===== config.mk =====
export PLATFORM = sky130hd
export DESIGN_NAME = pwm_frame_scheduler
export DESIGN_NICKNAME = d
export VERILOG_FILES = /design/src/rtl/pwm_frame_scheduler.sv
export SDC_FILE = /design/constraint.sdc
export NUM_CORES = 1
export LEC_CHECK = 0
export BUFFER_PORTS_ARGS = -buffer_cell sky130_fd_sc_hd__buf_2
export CAP_MARGIN = 0
export CORE_MARGIN = 2
export CORE_UTILIZATION = 55
export DETAILED_ROUTE_END_ITERATION = 10
export PLACE_DENSITY = 0.82
export SLEW_MARGIN = 0
export SYNTH_ARGS = -nofsm -noshare
export SYNTH_HDL_FRONTEND = slang
export SYNTH_SLANG_ARGS = --single-unit

===== constraint.sdc =====
create_clock -name clk -period 2.4 [get_ports clk]
set_clock_uncertainty 0.1 [all_clocks]
set_input_delay 0.24 -clock clk [delete_from_list [all_inputs] [get_ports clk]]
set_output_delay 0.24 -clock clk [all_outputs]
set_load 0.05 [all_outputs]

===== src/rtl/pwm_frame_scheduler.sv =====
// pwm_frame_scheduler
//   Feeds pwm_audio one sample per PWM frame. Producer samples are buffered in a
//   small FIFO. This block owns the frame counter, and the FIFO head is presented
//   only at frame boundaries, so the PWM comparator never sees a mid-period change.
//   Start-up priming, underrun recovery and mute/flush are handled here.
//
// Ports
//   clk          system clock
//   rst_n        synchronous active-low reset
//   enable       1 = play, 0 = mute and flush
//   s_valid      producer sample valid
//   s_data       producer sample (unsigned offset-binary)
//   s_ready      FIFO can accept a sample (registered)
//   sample       sample presented to pwm_audio, changes only after frame_tick
//   frame_tick   one-cycle pulse on the last cycle of every frame
//   fifo_level   current FIFO occupancy
//   underrun_cnt saturating count of starved frames
//   state        0 IDLE, 1 PRIME, 2 RUN
module pwm_frame_scheduler #(
    parameter int unsigned PERIOD   = 4095,
    parameter int unsigned DW       = 12,
    parameter int unsigned DEPTH    = 4,
    parameter int unsigned MIDSCALE = 2048
) (
    input  logic                   clk,
    input  logic                   rst_n,
    input  logic                   enable,
    input  logic                   s_valid,
    input  logic [DW-1:0]          s_data,
    output logic                   s_ready,
    output logic [DW-1:0]          sample,
    output logic                   frame_tick,
    output logic [$clog2(DEPTH):0] fifo_level,
    output logic [15:0]            underrun_cnt,
    output logic [1:0]             state
);

    localparam int unsigned CW = $clog2(PERIOD);
    localparam int unsigned AW = $clog2(DEPTH);
    localparam int unsigned LW = AW + 1;

    localparam logic [CW-1:0] CNT_LAST = CW'(PERIOD - 1);
    localparam logic [LW-1:0] LVL_FULL = LW'(DEPTH);
    localparam logic [LW-1:0] LVL_HALF = LW'(DEPTH / 2);
    localparam logic [DW-1:0] MID      = DW'(MIDSCALE);
    localparam logic [15:0]   UR_MAX   = 16'hFFFF;

    localparam logic [1:0] ST_IDLE  = 2'd0;
    localparam logic [1:0] ST_PRIME = 2'd1;
    localparam logic [1:0] ST_RUN   = 2'd2;

    // Storage and pointers
    logic [DW-1:0] mem [DEPTH];
    logic [AW-1:0] wr_ptr;
    logic [AW-1:0] rd_ptr;
    logic [CW-1:0] cnt;

    // Next-state values
    logic [1:0]    state_n;
    logic [AW-1:0] wr_ptr_n;
    logic [AW-1:0] rd_ptr_n;
    logic [LW-1:0] level_n;
    logic [DW-1:0] sample_n;
    logic [15:0]   underrun_n;
    logic [CW-1:0] cnt_n;
    logic          tick_n;
    logic          ready_n;
    logic          push_c;
    logic          pop_c;

    // Frame counter: free-running in every state; the tick flag is registered
    // alongside it so frame_tick is high exactly while cnt == PERIOD-1.
    always_comb begin
        cnt_n  = (cnt == CNT_LAST) ? '0 : cnt + CW'(1);
        tick_n = (cnt_n == CNT_LAST);
    end

    // Next-state, FIFO bookkeeping and sample update
    always_comb begin
        state_n    = state;
        wr_ptr_n   = wr_ptr;
        rd_ptr_n   = rd_ptr;
        level_n    = fifo_level;
        sample_n   = sample;
        underrun_n = underrun_cnt;
        pop_c      = 1'b0;
        push_c     = s_valid && s_ready && (state != ST_IDLE);

        if (!enable) begin
            // Mute: flush at once; the output only falls to silence on a tick.
            state_n  = ST_IDLE;
            wr_ptr_n = '0;
            rd_ptr_n = '0;
            level_n  = '0;
            if (frame_tick) begin
                sample_n = MID;
            end
        end else begin
            case (state)
                ST_IDLE: begin
                    state_n = ST_PRIME;
                    if (frame_tick) begin
                        sample_n = MID;
                    end
                end
                ST_PRIME: begin
                    // Wait for half a FIFO of headroom before starting playback.
                    if (frame_tick && (fifo_level >= LVL_HALF)) begin
                        pop_c    = 1'b1;
                        sample_n = mem[rd_ptr];
                        state_n  = ST_RUN;
                    end
                end
                ST_RUN: begin
                    // Pop decision uses the registered level, so a push that lands
                    // on this same tick cannot rescue an empty FIFO.
                    if (frame_tick) begin
                        if (fifo_level != '0) begin
                            pop_c    = 1'b1;
                            sample_n = mem[rd_ptr];
                        end else begin
                            state_n = ST_PRIME;
                            if (underrun_cnt != UR_MAX) begin
                                underrun_n = underrun_cnt + 16'd1;
                            end
                        end
                    end
                end
                default: begin
                    state_n = ST_IDLE;
                end
            endcase

            if (push_c) begin
                wr_ptr_n = wr_ptr + AW'(1);
            end
            if (pop_c) begin
                rd_ptr_n = rd_ptr + AW'(1);
            end
            if (push_c && !pop_c) begin
                level_n = fifo_level + LW'(1);
            end else if (pop_c && !push_c) begin
                level_n = fifo_level - LW'(1);
            end
        end

        // Ready is registered from the next-cycle view so it is never high while full.
        ready_n = (state_n != ST_IDLE) && (level_n != LVL_FULL);
    end

    // State and output registers
    always_ff @(posedge clk) begin
        if (!rst_n) begin
            state        <= ST_IDLE;
            wr_ptr       <= '0;
            rd_ptr       <= '0;
            fifo_level   <= '0;
            sample       <= MID;
            underrun_cnt <= '0;
            cnt          <= '0;
            frame_tick   <= 1'b0;
            s_ready      <= 1'b0;
        end else begin
            state        <= state_n;
            wr_ptr       <= wr_ptr_n;
            rd_ptr       <= rd_ptr_n;
            fifo_level   <= level_n;
            sample       <= sample_n;
            underrun_cnt <= underrun_n;
            cnt          <= cnt_n;
            frame_tick   <= tick_n;
            s_ready      <= ready_n;
        end
    end

    // Sample storage; contents need no reset because level gates every read.
    always_ff @(posedge clk) begin
        if (push_c) begin
            mem[wr_ptr] <= s_data;
        end
    end

endmodule


# [Yosys cells after proc, flatten, opt, wreduce, memory -nomap -nowiden]
# Memories as Yosys holds them, arrays and structs flattened. A register that Yosys moved wholly into a read port is not among the register bits.
# Cells that the tools add are included.
[totals] ramBits=48 inputBits=16 memories=1 output_inout_bits=35 reg_bits=51 elab_cells=67
[mem_list] memory="mem" words=4 width=12 read_ports=1 rd_clocked_by_memory_dff=1 wr=1 line="53" source="logic [DW-1:0] mem [DEPTH];"
[op_classes] n_eq_ne=10 add_sub_neg=6 reduce_logical=15 n_mux=24 n_bitwise=1 order_cmp=1
[op_table] operator="$mux W12" n=6
[op_table] operator="$pmux W12 S3" n=1
[op_table] operator="$eq A12 B12 Y1 const B" n=2
[op_table] operator="$add A16 B1 Y16 const B" n=1
[op_table] operator="$ne A16 B16 Y1 const B" n=1
[op_table] operator="$add A12 B1 Y12 const B" n=1
[op_table] operator="$mux W2" n=6
[op_table] operator="$ne A3 B3 Y1 const B" n=4
[op_table] operator="$mux W3" n=3
[op_table] operator="$logic_and A1 B1 Y1" n=6
[op_table] operator="$mux W1" n=6
[op_table] operator="$pmux W2 S3" n=1
[op_table] operator="$reduce_and A5 Y1" n=1
[op_table] operator="$add A2 B1 Y2 const B" n=2
[op_table] operator="$ne A4 B1 Y1 const B" n=1
[op_table] operator="$reduce_and A4 Y1" n=1
[op_table] operator="$reduce_bool A2 Y1" n=2
[op_table] operator="$add A3 B1 Y3 const B" n=1
[op_table] operator="$ge A3 B2 Y1 const B" n=1
[op_table] operator="$reduce_bool A3 Y1" n=1
[op_table] operator="$sub A3 B1 Y3 const B" n=1
[op_table] operator="$eq A2 B1 Y1 const B" n=1
[op_table] operator="$eq A2 B2 Y1 const B" n=1
[op_table] operator="$logic_not A1 Y1" n=2
[op_table] operator="4 further kinds" n=4

# [Longest topological paths before layout]
# Gate-level depths: netlist of the first run.
[depth] word_depth=11 ltp_mapped=8 depth_no_buf=7

# [Worst setup path before layout of the first run]
# OpenSTA, ideal clock, no wires.
[synth_timing] path_kind="register to register" from="reg state[0]" to="reg s_ready" setup_time_ps=133 stages_incl_launch_ff=8 n_path_buf=0 path_slack_ps=15 t_required_ps=2167 t_arrival_ps=2151 period_less_slack_ps=2385 cell_sequence="dfxtp_1 > inv_1 > ha_1 > o21ai_0 > a31oi_2 > maj3_1 > a22oi_1 > a32oi_1"
[synth_between] elab_chain_cells=9 word_cells_on_any_way=22 cone_classes="eq/ne (3); mux (10); reduce/logical (9)"
[synth_rtl] element="start: declaration" line="35" source="output logic [1:0] state"
[synth_rtl] element="start signal: assignment" line="164" source="state <= state_n;"
[synth_rtl] element="$eq A2 B2 Y1 (tied with other cells)" line="99" source="case (state)"
[synth_rtl] element="$pmux W1 S2 or $logic_and A1 B1 Y1 (tied branches)" line="99, 87"
[synth_rtl] element="$mux W1 or $logic_not A1 Y1 (tied branches)" line="89, 142"
[synth_rtl] element="$logic_and A1 B1 Y1 or $logic_not A1 Y1 (tied branches)" line="142, 140"
[synth_rtl] element="$mux W3 or $logic_and A1 B1 Y1 (tied branches)" line="142, 140"
[synth_rtl] element="$mux W3" line="140" source="if (push_c && !pop_c) begin"
[synth_rtl] element="$mux W3" line="89" source="if (!enable) begin"
[synth_rtl] element="$ne A3 B3 Y1" line="148" source="ready_n = (state_n != ST_IDLE) && (level_n != LVL_FULL);"
[synth_rtl] element="$logic_and A1 B1 Y1 *" line="148"
[synth_rtl] element="end signal: assignment" line="172" source="s_ready <= ready_n;"
[synth_rtl] element="end: declaration" line="30" source="output logic s_ready,"
# Mark *: on every way between the ends. The rest lies on a longest branch, timed or not. The select of a mux whose other input is x is not followed.
# A chain may end at the register's enable or synchronous reset.

# [Worst setup path after layout of the first run]
# Ends and elaborated chain as after synthesis.

==> flow_summary.ini, run 1 <==
[floorplanning]
io-pin-count = 51
die_area_sq_mm = 0.00862
initial_core_util_pct = 56.5
core_area_sq_mm = 0.00769
die_w_um = 92.9
die_h_um = 92.9
rows = 32

[sta]
maxSlewViolCount = 0
tightest_slew_ns = 0.807
setup_viol = 0
hold_violations = 0
min_period_over_period_pct = 93.0
rsz0062_at_grt = false
slew_headroom_pct = 46.1
fmax_mhz = 448
fin_crit_ns = 2.23
fin_setup_tns_ns = 0

[placed_design]
gp_congestion = 0.843
dp_hpwl_um = 5980
placement.io_buffers = 50

[yosys]
yosysSeqAreaShare_pct = 57.6
synth.distinct_cells = 48
yosys_register_bits = 101
ys_warn_count = 0
synth_area_sq_mm = 0.00434
synth-edff-count = 48
avgSynthCellArea_sq_um = 11.8
syn_inst = 368
async_flop_share_pct = 0
mappedNetlistNets = 400
synthFlopType = dfxtp_1

[power]
power_density_mw_per_mm2 = 606
peakVddDrop_mv = 0.461
p_total_uw = 3060
p_leak_uw = 0.00192

[clock_network]
cts.sinks = 101
clk_pin_slew_ns = 0.10
cts-root-buf = clkbuf_8
numCtsBuffers = 9
clk_latency_ns = 0.37
clockBufferDepth = 2
htreeDepth = 3
cts_tree = yes

[routing]
post_drt_wl_per_cell_um = 15.6
via_per_inst = 5.45
drt_first_pass_iters = 5
postRouteAntennaNets = 0
via_count = 2970
drt-initial-drc-count = 167
drt_wl_total_um = 8490
drc = 0

[setup_path]
r2r_cells = 7
start_kind = flip-flop
startpoint = state[0]
critPathTopFamily = compound AO/OA/AOI/OAI gates
cp_max_fo = 7
crit_slowest_cell = dfxtp_1
crit_type = reg -> reg
critical-path-max-stage-delay_ns = 0.42
crit_path_cell_trace = inv_1, ha_1, o21ai_1, a31oi_2, maj3_1, a22oi_1, a32oi_1
timing.rr.start = state[0]
worstPathRequired_ns = 2.55
r2r_setup_slack_ns = 0.17
critical_path_buf_inv_count = 1
rr_endpoint = s_ready
cp-end-kind = flip-flop
arrival_ns = 2.38

[global_route]
grt_usage_pct = 20.9
globalRouteOverflowTotal = 0
grt_pass1_vias = 2983
antenna_found_initial = 0
grt_first_pass_wirelength_um = 14000
grt_max_degree = 26

[hold_path]
min_from = rst_n
min_to = underrun_cnt[15]
holdPathStages = 2
worst_hold_path_type = in -> reg

[finish]
nets = 470
area_growth_pct = 16.4
fillers = 578
layout-drive-gt1-share_pct = 21.4
diodes = 0

[outcome]
status = completed

[run]
drv_cap = 0
kinds of logic (layout without fill, tap and decap cells):
kind of cell / after synthesis / after routing / synth area share (%)
flip-flops: 101 / 101 / 57.6
adder cells (fa/ha/maj): 17 / 17 / 4.84
multiplexers: 17 / 17 / 7.38
AND/OR/NAND/NOR: 120 / 120 / 14.3
AO/OA/AOI/OAI: 65 / 65 / 9.19
buffers and inverters: 29 / 104 / 2.85
XOR/XNOR: 19 / 19 / 3.83
worst max path at each step:
stage / endpoint / slack, ns / cells past startpoint
after global routing: s_ready / 0.04 / 7
after global placement: s_ready / 0.30 / 7
after detailed placement: s_ready / 0.20 / 7
after CTS: s_ready / 0.16 / 7
final: s_ready / 0.17 / 7
after floorplan: s_ready / 0.02 / 7
cell usage in the layout (no fill, tap or decap), types with 8 or more instances in the layout:
cell           Yosys  final
a21oi_1           21     21
and2_1             9      9
buf_2              2     50
buf_4              1     10
clkbuf_8           0      9
dfxtp_1           53     53
dlygate4sd3_1      0     12
edfxtp_1          48     48
ha_1              16     16
inv_1             16     16
mux4_2            12     12
nand2_1           35     35
nand3_1           10     10
nor2_1            26     26
o21ai_0           24     23
xnor2_1            8      8
xor2_1            11     11
cells in the mapped netlist, types with 3 or more instances:
master	count	area, sq um
ha_1	16	200
inv_1	16	60.1
and4_1	3	26.3
o21ai_0	24	120
a31oi_1	3	18.8
nor2_1	26	97.6
nand2b_1	5	31.3
a21oi_1	21	105
and2_1	9	56.3
xnor2_1	8	70.1
and3_1	6	37.5
nor2b_1	3	18.8
nand2_1	35	131
edfxtp_1	48	1440
xor2_1	11	96.3
mux2i_1	5	50.1
nand3_1	10	50.1
clkbuf_1	8	30.0
nand4_1	5	31.3
dfxtp_1	53	1060
or3_1	6	37.5
mux4_2	12	270
layer usage:
layer	share of wire [%]	global-route usage (%)	vias up
li1	-	-	1472
met1	42	23.9	1426
met2	53	38.1	58
met3	3.1	3.91	14
met4	1.9	8.82	0
met5	0	0	-
where the power goes:
group / leakage [uW] / internal, uW / switching (uW)
logic: 0.000959 / 51.0 / 88.4
registers: 0.000860 / 1810 / 11.2
clock network: 0.0000973 / 496 / 604
total: 0.00192 / 2360 / 703
sequential cells by signal, indices dropped and copies added (netlist names), 2 cells and up, named ones only:
name	cells
fifo_level	3
underrun_cnt	16
wr_ptr	2
cnt	12
state	2
sample	12
mem	48
rd_ptr	2
per-stage QoR:
| step | std cells | hold WS, ns | setup slack [ns] | utilization, % | instance area [sq um] |
|---|---|---|---|---|---|
| 2_1_floorplan | 368 | 0.239 | 0.0152 | - | 4340 |
| 3_3_place_gp | 517 | 0.349 | 0.298 | 61.6 | 4730 |
| 3_5_place_dp | 517 | 0.356 | 0.197 | 61.6 | 4730 |
| 4_1_cts | 545 | 0.122 | 0.156 | 65.8 | 5060 |
| 5_1_grt | 545 | 0.132 | 0.0380 | 65.8 | 5060 |
| 6_report | 545 | 0.133 | 0.167 | 65.8 | 5060 |
area by class of cell:
| type | count | area [sq um] | area share [%] |
|---|---|---|---|
| flip-flops and latches | 101 | 2500 | 49.5 |
| multi-input cells | 238 | 1720 | 34.0 |
| repair buffers | 72 | 445 | 8.81 |
| well taps | 102 | 128 | 2.52 |
| clock buffers | 9 | 124 | 2.45 |
| clock inverters | 7 | 80.1 | 1.58 |
| inverters | 16 | 60.1 | 1.19 |
repair_timing:
item	4_1_cts	5_1_grt
endpoints found under the setup margin	0	1
setup buffers	0	0
resized for setup	0	1
hold endpoints to repair	47	0
hold buffers	12	0
No activity file was read; power rests on OpenSTA's default activity.
==> inputs of run 2 (changes only) <==
--- a/config.mk
+++ b/config.mk
@@ -5,12 +5,14 @@
 export SDC_FILE = /design/constraint.sdc
 export NUM_CORES = 1
 export LEC_CHECK = 0
-export BUFFER_PORTS_ARGS = -buffer_cell sky130_fd_sc_hd__buf_2
 export CAP_MARGIN = 0
+export CORE_ASPECT_RATIO = 1.2
 export CORE_MARGIN = 2
 export CORE_UTILIZATION = 55
 export DETAILED_ROUTE_END_ITERATION = 10
-export PLACE_DENSITY = 0.82
+export DONT_BUFFER_PORTS = 1
+export PLACE_DENSITY = 0.76
+export SETUP_SLACK_MARGIN = 0.3
 export SLEW_MARGIN = 0
 export SYNTH_ARGS = -nofsm -noshare
 export SYNTH_HDL_FRONTEND = slang
==> flow_summary.ini, run 2 (synthesis results as in run 1) <==
[outcome]
status = completed

[finish]
finalInstanceArea_sq_mm = 0.00509
fin_util_pct = 66.4
regMostFlops = mem
instances_no_fill = 509
layout_commonest_cell = edfxtp_1
layout-drive-gt1-share_pct = 21.8
diodes = 0
layout_common_cells = edfxtp_1 (48), dfxtp_1 (46), nand2_1 (34)
area_growth_pct = 17.2
fillers = 557
nets = 444
top_regs = mem x48, underrun_cnt x16
largest_reg_flops = 48

[routing]
post_drt_wl_per_cell_um = 16.5
drt_first_pass_iters = 4
via_per_inst = 5.65
drt-initial-drc-count = 144
postRouteAntennaNets = 0
via_count = 2874
drt_wl_total_um = 8400
drc = 0

[sta]
slew_headroom_pct = 46.9
min_period_over_period_pct = 87.6
maxSlewViolCount = 0
fin_setup_tns_ns = 0
setup_viol = 0
rsz0062_at_grt = true
fmax_mhz = 476
hold_violations = 0
worst_slack_ns = 0.297
tightest_slew_ns = 0.795
fin_crit_ns = 2.10

[global_route]
grt_first_pass_wirelength_um = 13600
grt_usage_pct = 20.3
globalRouteOverflowTotal = 0
antenna_found_initial = 0
grt_max_degree = 26
grt_pass1_vias = 2881

[placed_design]
gp_congestion = 0.792
placement.io_buffers = 0
dpl.cell_count = 473
dp_hpwl_um = 5680
dpl_cell_area_sq_mm = 0.00461
dp_slack_ns = 0.128

[setup_path]
arrival_ns = 2.25
cp_max_fo = 4
cp-end-kind = flip-flop
crit_type = reg -> reg
start_kind = flip-flop
worstPathRequired_ns = 2.55

[clock_network]
cts-root-buf = clkbuf_8
cts.sinks = 101
cts_tree = yes
numCtsBuffers = 9
clk_pin_slew_ns = 0.10
htreeDepth = 3
clk_latency_ns = 0.37
clockBufferDepth = 2

[power]
power_density_mw_per_mm2 = 601
peakVddDrop_mv = 0.480
p_leak_uw = 0.00181

[floorplanning]
die_h_um = 101
rows = 35
io-pin-count = 51
die_w_um = 85.1
die_area_sq_mm = 0.00863
core_area_sq_mm = 0.00766
initial_core_util_pct = 56.7

[run]
drv_cap = 0

[hold_path]
worst_hold_path_type = in -> reg
run 2: per-stage QoR:
stage / power [uW] / hold slack (ns)
2_1_floorplan: 1940 / 0.239
3_3_place_gp: 1950 / 0.239
3_5_place_dp: 1960 / 0.239
4_1_cts: 3070 / 0.0223
5_1_grt: 3160 / 0.0486
6_report: 3060 / 0.0235
run 2: area by class of cell:
cell class / count / area, sq um / area share [%]
well taps: 92 / 115 / 2.26
clock buffers: 9 / 124 / 2.43
clock inverters: 7 / 82.6 / 1.62
repair buffers: 45 / 373 / 7.33
flip-flops and latches: 101 / 2520 / 49.5
inverters: 16 / 65.1 / 1.28
multi-input cells: 239 / 1810 / 35.6
run 2: final timing paths:
check | start | to | slack [ns] | cells after the start
worst max-delay path | fifo_level[0] | s_ready | 0.30 | 7
worst min-delay path | rst_n | cnt[1] | 0.02 | 2
worst max register to register | fifo_level[0] | s_ready | 0.30 | 7
worst min register to register | cnt[0] | cnt[0] | 0.40 | 1
run 2: layer usage:
metal | GRT usage, % | vias to the layer above | part of all wire [%]
met2 | 34.8 | 58 | 52
met4 | 11.6 | 0 | 3.5
met5 | 0 | - | 0
met3 | 4.56 | 21 | 3.8
met1 | 23.5 | 1378 | 41
li1 | - | 1417 | -
run 2: report_power, final:
group          internal (uW)  total [uW]  switching, uW  leakage [uW]
Clock                    500        1110            607      0.000104
Sequential              1810        1850           34.9      0.000864
Combinational           43.5         104           61.0      0.000840
run 2: timing repair:
| action | in CTS | in global routing |
|---|---|---|
| pin swaps | 3 | 6 |
| endpoints found under the setup margin | 22 | 63 |
| hold buffers | 14 | 0 |
| hold endpoints to repair | 54 | 0 |
| buffers inserted | 3 | 2 |
| resized for setup | 13 | 13 |
| cloned | 0 | 1 |
run 2: worst max-delay path, stage by stage (launching register included):
cell and delay [ns]:
dfxtp_4 0.47, inv_4 0.07, ha_1 0.23, o21ai_1 0.22, a31oi_4 0.15, maj3_1 0.38
a22oi_1 0.24, a32oi_1 0.12
